`src/rtl/writeback_regfile_stage_pkg.sv`:
```
// writeback_regfile_stage_pkg: shared ResultSrc/load encodings and the load formatter.
package writeback_regfile_stage_pkg;
    localparam int XLEN = 32;
    localparam int NREGS = 32;
    localparam int INSTRET_W = 64;
    localparam int AW = $clog2(NREGS);
    typedef enum logic [1:0] {
        RES_ALU  = 2'b00,
        RES_LOAD = 2'b01,
        RES_PC4  = 2'b10,
        RES_ALT  = 2'b11
    } result_src_e;
    localparam logic [2:0] F3_LB  = 3'b000;
    localparam logic [2:0] F3_LH  = 3'b001;
    localparam logic [2:0] F3_LW  = 3'b010;
    localparam logic [2:0] F3_LBU = 3'b100;
    localparam logic [2:0] F3_LHU = 3'b101;
    // Halfword select uses only off[1]; misaligned halfwords are not trapped here.
    function automatic logic [XLEN-1:0] format_load(logic [2:0] f3, logic [1:0] off, logic [XLEN-1:0] w);
        logic [7:0] b;
        logic [15:0] h;
        b = 8'(w >> {off, 3'b000});
        h = off[1] ? w[31:16] : w[15:0];
        return f3 == F3_LB  ? {{24{b[7]}}, b} :
               f3 == F3_LBU ? {24'b0, b} :
               f3 == F3_LH  ? {{16{h[15]}}, h} :
               f3 == F3_LHU ? {16'b0, h} : w;
    endfunction
endpackage

```
`src/rtl/writeback_regfile_stage_if.sv`:
```
// writeback_regfile_stage_if: MEM/WB inputs, decode read ports and WB outputs of the stage.
interface writeback_regfile_stage_if;
    import writeback_regfile_stage_pkg::*;
    logic ValidW;
    logic RegWriteW;
    logic [1:0] ResultSrcW;
    logic [2:0] LoadFunct3W;
    logic [XLEN-1:0] ALUResultW;
    logic [XLEN-1:0] ReadDataW;
    logic [XLEN-1:0] PCPlus4W;
    logic [AW-1:0] RdW;
    logic [AW-1:0] Rs1D;
    logic [AW-1:0] Rs2D;
    logic [XLEN-1:0] RD1D;
    logic [XLEN-1:0] RD2D;
    logic [XLEN-1:0] ResultW;
    logic [INSTRET_W-1:0] InstretCount;
    modport master (
        output ValidW, RegWriteW, ResultSrcW, LoadFunct3W, ALUResultW, ReadDataW, PCPlus4W, RdW, Rs1D, Rs2D,
        input RD1D, RD2D, ResultW, InstretCount
    );
    modport slave (
        input ValidW, RegWriteW, ResultSrcW, LoadFunct3W, ALUResultW, ReadDataW, PCPlus4W, RdW, Rs1D, Rs2D,
        output RD1D, RD2D, ResultW, InstretCount
    );
endinterface

```
`src/rtl/writeback_regfile_stage_regfile.sv`:
```
// regfile_2r1w: 2-read 1-write register file, async clear, x0 tied to zero, write-through bypass.
module regfile_2r1w #(
    parameter int NREGS = 32,
    parameter int XLEN = 32,
    parameter int AW = $clog2(NREGS)
) (
    input  logic clk,
    input  logic reset_n,
    input  logic we,
    input  logic [AW-1:0] wa,
    input  logic [XLEN-1:0] wd,
    input  logic [AW-1:0] ra1,
    input  logic [AW-1:0] ra2,
    output logic [XLEN-1:0] rd1,
    output logic [XLEN-1:0] rd2
);
    logic [XLEN-1:0] regs [NREGS];
    logic wen;
    assign wen = we && wa != '0;
    always_ff @(posedge clk or negedge reset_n) begin
        if (!reset_n)
            for (int i = 0; i < NREGS; i++) regs[i] <= '0;
        else if (wen)
            regs[wa] <= wd;
    end
    assign rd1 = ra1 == '0 ? '0 : (wen && ra1 == wa) ? wd : regs[ra1];
    assign rd2 = ra2 == '0 ? '0 : (wen && ra2 == wa) ? wd : regs[ra2];
endmodule

```
`src/rtl/writeback_regfile_stage.sv`:
```
// writeback_regfile_stage: RV32I WB stage - load format, result select, regfile write/read, instret.
module writeback_regfile_stage
    import writeback_regfile_stage_pkg::*;
(
    input logic clk,
    input logic reset_n,
    writeback_regfile_stage_if.slave bus
);
    logic [XLEN-1:0] load_data;
    logic [INSTRET_W-1:0] instret;
    assign load_data = format_load(bus.LoadFunct3W, bus.ALUResultW[1:0], bus.ReadDataW);
    // Code 11 is a reserved alias of the ALU path.
    assign bus.ResultW = bus.ResultSrcW == RES_LOAD ? load_data :
                         bus.ResultSrcW == RES_PC4  ? bus.PCPlus4W : bus.ALUResultW;
    regfile_2r1w #(.NREGS(NREGS), .XLEN(XLEN), .AW(AW)) u_rf (
        .clk(clk),
        .reset_n(reset_n),
        .we(bus.ValidW && bus.RegWriteW),
        .wa(bus.RdW),
        .wd(bus.ResultW),
        .ra1(bus.Rs1D),
        .ra2(bus.Rs2D),
        .rd1(bus.RD1D),
        .rd2(bus.RD2D)
    );
    always_ff @(posedge clk or negedge reset_n) begin
        if (!reset_n)
            instret <= '0;
        else if (bus.ValidW)
            instret <= instret + 1'b1;
    end
    assign bus.InstretCount = instret;
endmodule

```
`src/flat_wrapper.sv`:
```
// flat-port wrapper written by rule: the top's interface ports become plain ports
module writeback_regfile_stage_flat import writeback_regfile_stage_pkg::*;
  (clk, reset_n, bus_ValidW, bus_RegWriteW, bus_ResultSrcW, bus_LoadFunct3W, bus_ALUResultW, bus_ReadDataW, bus_PCPlus4W, bus_RdW, bus_Rs1D, bus_Rs2D, bus_RD1D, bus_RD2D, bus_ResultW, bus_InstretCount);
  writeback_regfile_stage_if bus_i ();
  input logic clk;
  input logic reset_n;
  input wire logic [$bits(bus_i.ValidW)-1:0] bus_ValidW;
  input wire logic [$bits(bus_i.RegWriteW)-1:0] bus_RegWriteW;
  input wire logic [$bits(bus_i.ResultSrcW)-1:0] bus_ResultSrcW;
  input wire logic [$bits(bus_i.LoadFunct3W)-1:0] bus_LoadFunct3W;
  input wire logic [$bits(bus_i.ALUResultW)-1:0] bus_ALUResultW;
  input wire logic [$bits(bus_i.ReadDataW)-1:0] bus_ReadDataW;
  input wire logic [$bits(bus_i.PCPlus4W)-1:0] bus_PCPlus4W;
  input wire logic [$bits(bus_i.RdW)-1:0] bus_RdW;
  input wire logic [$bits(bus_i.Rs1D)-1:0] bus_Rs1D;
  input wire logic [$bits(bus_i.Rs2D)-1:0] bus_Rs2D;
  output wire logic [$bits(bus_i.RD1D)-1:0] bus_RD1D;
  output wire logic [$bits(bus_i.RD2D)-1:0] bus_RD2D;
  output wire logic [$bits(bus_i.ResultW)-1:0] bus_ResultW;
  output wire logic [$bits(bus_i.InstretCount)-1:0] bus_InstretCount;
  assign bus_i.ValidW = bus_ValidW;
  assign bus_i.RegWriteW = bus_RegWriteW;
  assign bus_i.ResultSrcW = bus_ResultSrcW;
  assign bus_i.LoadFunct3W = bus_LoadFunct3W;
  assign bus_i.ALUResultW = bus_ALUResultW;
  assign bus_i.ReadDataW = bus_ReadDataW;
  assign bus_i.PCPlus4W = bus_PCPlus4W;
  assign bus_i.RdW = bus_RdW;
  assign bus_i.Rs1D = bus_Rs1D;
  assign bus_i.Rs2D = bus_Rs2D;
  assign bus_RD1D = bus_i.RD1D;
  assign bus_RD2D = bus_i.RD2D;
  assign bus_ResultW = bus_i.ResultW;
  assign bus_InstretCount = bus_i.InstretCount;
  writeback_regfile_stage u_core (.clk(clk), .reset_n(reset_n), .bus(bus_i));
endmodule
```
`config.mk`:
```
export PLATFORM = sky130hd
export DESIGN_NAME = writeback_regfile_stage_flat
export DESIGN_NICKNAME = d
export VERILOG_FILES = /design/src/rtl/writeback_regfile_stage_pkg.sv /design/src/rtl/writeback_regfile_stage_if.sv /design/src/rtl/writeback_regfile_stage_regfile.sv /design/src/rtl/writeback_regfile_stage.sv /design/src/flat_wrapper.sv
export SDC_FILE = /design/constraint.sdc
export NUM_CORES = 2
export LEC_CHECK = 0
export CAP_MARGIN = 20
export CORE_UTILIZATION = 45
export CTS_BUF_LIST = sky130_fd_sc_hd__clkbuf_8
export DETAILED_ROUTE_END_ITERATION = 16
export PLACE_DENSITY = 0.73
export RECOVER_POWER = 100
export SLEW_MARGIN = 20
export SYNTH_ARGS = -nofsm -noshare
export SYNTH_HDL_FRONTEND = slang
export SYNTH_HIERARCHICAL = 1
export SYNTH_SLANG_ARGS = --single-unit
export TNS_END_PERCENT = 1
```
`constraint.sdc`:
```
create_clock -name clk -period 3.81 [get_ports clk]
set_input_delay 0.762 -clock clk [delete_from_list [all_inputs] [get_ports clk]]
set_output_delay 0.762 -clock clk [all_outputs]
set_load 0.02 [all_outputs]
```
==> Yosys cells after proc, flatten, opt, wreduce, memory -nomap -nowiden <==
Index checks and enable logic that the tools add are counted.
{ "word_totals": {"regBits": 1088, "inputBits": 120, "out_inout_bits": 160, "word_cells": 78} }
{ "classes": {"addsub": 1, "magnitude_cmp": 4, "eq_ne": 7, "shift": 1, "n_mux": 20, "n_bitwise": 3, "n_reduce_logical": 9} }
{ "op_table": {"columns": ["cell", "n"], "rows": [
  ["$bwmux W1024", 1],
  ["$mux W32", 15],
  ["$bmux W32 S5", 2],
  ["$demux W32 S5", 1],
  ["$add A64 B1 Y64 const B", 1],
  ["$shr A32 B5 Y8", 1],
  ["$ge A6 B6 Y1 const B", 3],
  ["$not A5 Y6", 3],
  ["$mux W16", 1],
  ["$eq A5 B5 Y1", 2],
  ["$logic_not A5 Y1", 2],
  ["$eq A3 B3 Y1 const B", 2],
  ["$lt A6 B1 Y1 const B", 1],
  ["$logic_and A1 B1 Y1", 5],
  ["$reduce_bool A5 Y1", 1],
  ["$eq A3 B1 Y1 const B", 1],
  ["$logic_not A3 Y1", 1],
  ["$eq A2 B1 Y1 const B", 1],
  ["$eq A2 B2 Y1 const B", 1]
]} }

==> Logic depth before layout (Yosys ltp) <==
{ "logic_depth": {"ltp_word": 8, "mapped_depth": 11, "mapped_depth_nobuf": 8} }

==> Modules after synthesis <==
Netlist, hierarchy kept.
{ "by_module_without_submodules": {"columns": ["module", "n_inst", "cells_per_inst", "area_per_inst_um2", "seq_area_each_um2"], "rows": [
  ["regfile_2r1w", 1, 3878, 55291.8, 25624.6],
  ["writeback_regfile_stage", 1, 496, 4558.1, 1601.5]
]} }

==> Least setup slack after synthesis <==
Ideal clock, no wire load.
{ "synth_path": {"kind": "input -> output", "startpoint": "input bus_ALUResultW[1]", "endpoint": "output bus_RD2D[6]", "arrival_time_ns": 3.269, "required_ns": 3.048, "setup_slack_ns": -0.221, "cell_stages": 9, "path_buffers": 3, "path_cell_list": "clkbuf_1 clkbuf_1 o22ai_1 a221oi_1 o21ai_0 a31oi_1 clkbuf_1 nor2_1 nor3_1"} }
{ "synth_between": {"elab_chain_len": 8, "word_cells_on_any_way": 9, "classes_between": "shift (1); mux (8)"} }
{ "synth_rtl": {"columns": ["element", "line", "rtl"], "rows": [
  ["from (decl)", "flat_wrapper.sv:11", "input wire logic [$bits(bus_i.ALUResultW)-1:0] bus_ALUResultW;"],
  ["branches (longest 4 deep; another with $shr A32 B5 Y8)", null, null],
  ["$mux W32 *", "writeback_regfile_stage_pkg.sv:24", "return f3 == F3_LB ? {{24{b[7]}}, b} :"],
  ["$mux W32 *", "writeback_regfile_stage.sv:13", "assign bus.ResultW = bus.ResultSrcW == RES_LOAD ? load_data :"],
  ["net bus_ResultW[6]", "flat_wrapper.sv:19", "output wire logic [$bits(bus_i.ResultW)-1:0] bus_ResultW;"],
  ["$mux W32 * (2 in series)", "writeback_regfile_stage_regfile.sv:27", "assign rd2 = ra2 == '0 ? '0 : (wen && ra2 == wa) ? wd : regs[ra2];"],
  ["to (decl)", "flat_wrapper.sv:18", "output wire logic [$bits(bus_i.RD2D)-1:0] bus_RD2D;"]
]} }
Mark *: on every way through the listed nets, which the timed path passes.

==> Worst setup path after layout <==
{ "layout_path": {"startpoint": "input bus_ReadDataW[31]", "endpoint": "output bus_RD1D[9]"} }
{ "layout_between": {"elab_chain_len": 5} }
{ "layout_rtl": {"columns": ["element", "line", "rtl"], "rows": [
  ["from (decl)", "flat_wrapper.sv:12", "input wire logic [$bits(bus_i.ReadDataW)-1:0] bus_ReadDataW;"],
  ["$shr A32 B5 Y8", "writeback_regfile_stage_pkg.sv:22", "b = 8'(w >> {off, 3'b000});"],
  ["$mux W32", "writeback_regfile_stage_pkg.sv:24", null],
  ["$mux W32", "writeback_regfile_stage.sv:13", null],
  ["$mux W32 (2 in series)", "writeback_regfile_stage_regfile.sv:26", "assign rd1 = ra1 == '0 ? '0 : (wen && ra1 == wa) ? wd : regs[ra1];"],
  ["to (decl)", "flat_wrapper.sv:17", "output wire logic [$bits(bus_i.RD1D)-1:0] bus_RD1D;"]
]} }
No other way between the ends.

==> impl_metrics.py <==
metrics = {
    "setup_path": {
        "slowest_delay_ns": 0.52,
        "worstSetupStartpointType": "input pin",
        "critPathRequiredTime_ns": 3.05,
        "cp-end-kind": "output port",
        "r2r_setup_slack_ns": 0.99,
        "critPathSlowestCell": "mux4_2",
        "crit_arrival_ns": 3.21,
        "critical_path_class": "in2out",
        "crit_fanout": 9,
        "crit_chain": "clkdlybuf4s50_1 > mux4_2 > a21o_4 > buf_4 > a221oi_2 > nor2_4 > buf_12 > a32o_1 > dlygate4sd2_1",
    },
    "hold_path": {
        "min_path_type": "in2reg",
    },
    "clock_tree": {
        "clkLatencyLatePin_ns": 0.90,
        "path_clk_slew_ns": 0.06,
        "clk_path_buf_depth": 3,
        "htreeDepth": 4,
        "cts-root-buf": "clkbuf_8",
        "cts_num_sinks": 1088,
        "cts_made_buffers": 177,
        "cts_tree": "yes",
    },
    "global_routing": {
        "antenna_found_initial": 11,
        "overflow": 0,
        "grt_pass1_vias": 45221,
        "grt_pass1_wl_um": 312000,
        "grt_max_degree": 109,
        "grtUsageTotal_pct": 31.5,
    },
    "synthesis": {
        "synth-seq-cells": 1088,
        "synthesis.nets": 4495,
        "synthArstFlopShare_pct": 100,
        "synth_edf_count": 0,
        "synthCells": 4374,
        "syn_avg_cell_area_um2": 13.7,
        "netlist_area_um2": 59800,
        "ys_seq_area_share_pct": 45.5,
        "synthFlopType": "dfrtp_1",
        "yosys_warnings": 6,
        "synthDistinctLibCells": 79,
    },
    "timing": {
        "fin_setup_tns_ns": -1.69,
        "finClkSkew_ns": 0.0369,
        "relSlewSlack_pct": -40.1,
        "rsz0062_at_grt": "true",
        "period_share_pct": 104,
        "period_needed_ns": 3.97,
        "final_hold_viol_count": 0,
        "tightest_slew_ns": 2.10,
        "final-setup-viol-count": 24,
        "drv_slew": 180,
        "setup_ws_ns": -0.164,
        "fmax_mhz": 252,
    },
    "finish": {
        "final_layout_size_suffix_gt1_share_pct": 48.7,
        "utilization_pct": 54.7,
        "fin_nets": 5008,
        "syn_to_final_growth_pct": 20.3,
        "fill_cells": 10576,
        "final_cells": 6780,
    },
    "routing": {
        "wl_um": 213000,
        "via_per_inst": 6.64,
        "drc": 0,
        "vias": 44996,
        "first_pass_iters": 6,
        "drt_first_iter_violations": 5738,
        "drt-wirelength-per-cell_um": 31.4,
        "antenna_left": 0,
    },
    "power_and_ir_drop": {
        "leakagePower_uw": 0.0325,
        "power_density_nw_per_um2": 446,
        "peakVddDrop_mv": 0.397,
    },
    "floorplan": {
        "core_um2": 132000,
        "ios": 280,
        "rows": 133,
        "die_h_um": 367,
        "initial_core_util_pct": 45.5,
        "chipWidth_um": 367,
        "die_area_um2": 134000,
    },
    "placed_design": {
        "dp_cells": 6446,
        "dp_hpwl_um": 135000,
        "gp_congestion": 0.927,
        "port_buffers": 279,
    },
    "outcome": {
        "violations": "capacitance limit, slew limit, setup timing",
        "status": "finished, violations left",
    },
    "job": {
        "cap_violations": 2,
    },
}
-- final cells by class --
type / instances / area (um2) / area share, %
Multi-Input combinational cell: 2789 / 30900 / 43.0
Sequential cell: 1088 / 27200 / 37.8
Timing Repair Buffer: 806 / 8040 / 11.2
Clock buffer: 219 / 3010 / 4.19
Tap cell: 1755 / 2200 / 3.05
Clock inverter: 88 / 463 / 0.643
Inverter: 25 / 93.8 / 0.130
Antenna cell: 10 / 25.0 / 0.0348
-- flip-flops by register name, summed over array words and instances (netlist names) --
signal                   flops
u_core/u_rf/regs          1024
u_core/bus.InstretCount     64
-- synth_stat cells (all sizes together) (5+ instances only) --
cell type     n  area, um2
inv          23       86.3
or2           8       50.1
mux2i       246       2460
buf         231       1460
nand2       156        586
nor4         23        205
xor2         40        350
and2          5       31.3
dfrtp      1088      27200
o22ai       118        738
nand3b        6       45.0
mux2       1075      12100
or3           7       43.8
o221ai       32        280
nand4        14        115
a221o        28        280
nand2b       16        100
a221oi       44        385
nor2b        34        213
a31oi        15       93.8
and3         11       68.8
a21oi        53        265
a22o          8       70.1
a21o         13       97.6
nor3b         6       50.1
a2111oi       8       77.6
o21ai        41        205
nand3        39        195
nor2        102        385
clkbuf      241        905
o211ai       10       75.1
xnor2        34        298
a32o         32        320
a211oi       59        443
mux4        382       8600
nor3         40        231
a22oi        45        338
-- cell usage in the layout (no fill, tap or decap), types with 45 or more instances in the layout --
| master | netlist | final |
|---|---|---|
| dfrtp_1 | 1088 | 1088 |
| a22oi_1 | 45 | 45 |
| nor2_1 | 101 | 66 |
| nand2_1 | 156 | 141 |
| buf_12 | 3 | 105 |
| a211oi_1 | 59 | 55 |
| inv_1 | 23 | 85 |
| mux2i_1 | 246 | 245 |
| buf_4 | 29 | 400 |
| mux4_2 | 382 | 382 |
| o22ai_1 | 118 | 118 |
| clkbuf_8 | 0 | 219 |
| clkdlybuf4s50_1 | 0 | 159 |
| mux2_2 | 1075 | 1075 |
-- metal layers --
layer	global-route usage (%)	routed length, um
met3	8.73	24000
met1	42.1	82200
met5	0	21
met4	15.9	12100
met2	47.0	94700
-- logic make-up (layout without fill, tap and decap cells) --
family	after synthesis	count (layout)	synth area share (%)
muxes	1703	1703	38.7
DFF	1088	1088	45.5
AOI/OAI and AO/OA	534	534	6.55
buffers and inverters	497	1138	4.11
and+or+nand+nor	477	477	4.04
xor gates and xnor gates	74	74	1.08
adders and majority gates	1	1	0.0209
other	0	10	0
-- critical path: cells and delay by family --
kind / cells / cell delay, ns
multiplexers: 1 / 0.52
AO/OA/AOI/OAI: 3 / 0.73
AND/OR/NAND/NOR: 1 / 0.11
buffers and inverters: 4 / 1.08
-- where the power goes --
part           switching, uW  internal, uW  total, uW
registers               1340         13300      14600
logic                   3350          3960       7300
clock network           4920          5250      10200
total                   9600         22500      32100
-- metrics by stage --
stage	worst slack, ns	hold slack, ns	power (uW)	area, um2
2_1_floorplan	-0.139	0.441	19000	59900
3_3_place_gp	-0.795	0.377	21600	68000
6_report	-0.164	0.289	32100	72000
4_1_cts	-0.226	0.289	32100	72000
5_1_grt	-0.250	0.306	33300	72000
3_5_place_dp	-0.757	0.384	21900	68000
-- final timing paths --
kind                                                 start                           to  cells after the start
worst min-delay path                            bus_ValidW   u_core/bus.InstretCount[0]                      3
min in group asynchronous                          reset_n  u_core/bus.InstretCount[31]                      2
worst min register to register      u_core/u_rf/regs[1010]       u_core/u_rf/regs[1010]                      0
worst max register to register  u_core/bus.InstretCount[4]  u_core/bus.InstretCount[50]                      5
max in group asynchronous                          reset_n        u_core/u_rf/regs[980]                      3
worst max-delay path                     bus_ReadDataW[31]                  bus_RD1D[9]                      9
-- what timing repair did --
action                                  CTS  global route
gates resized for setup                 175            82
pin swaps                                16            13
endpoints found under the hold margin    41             0
hold buffers                              1             0
endpoints found under the setup margin   96            74
gates cloned                              0             0
setup buffers                            12             5
Power figures use the tool's default switching activity.
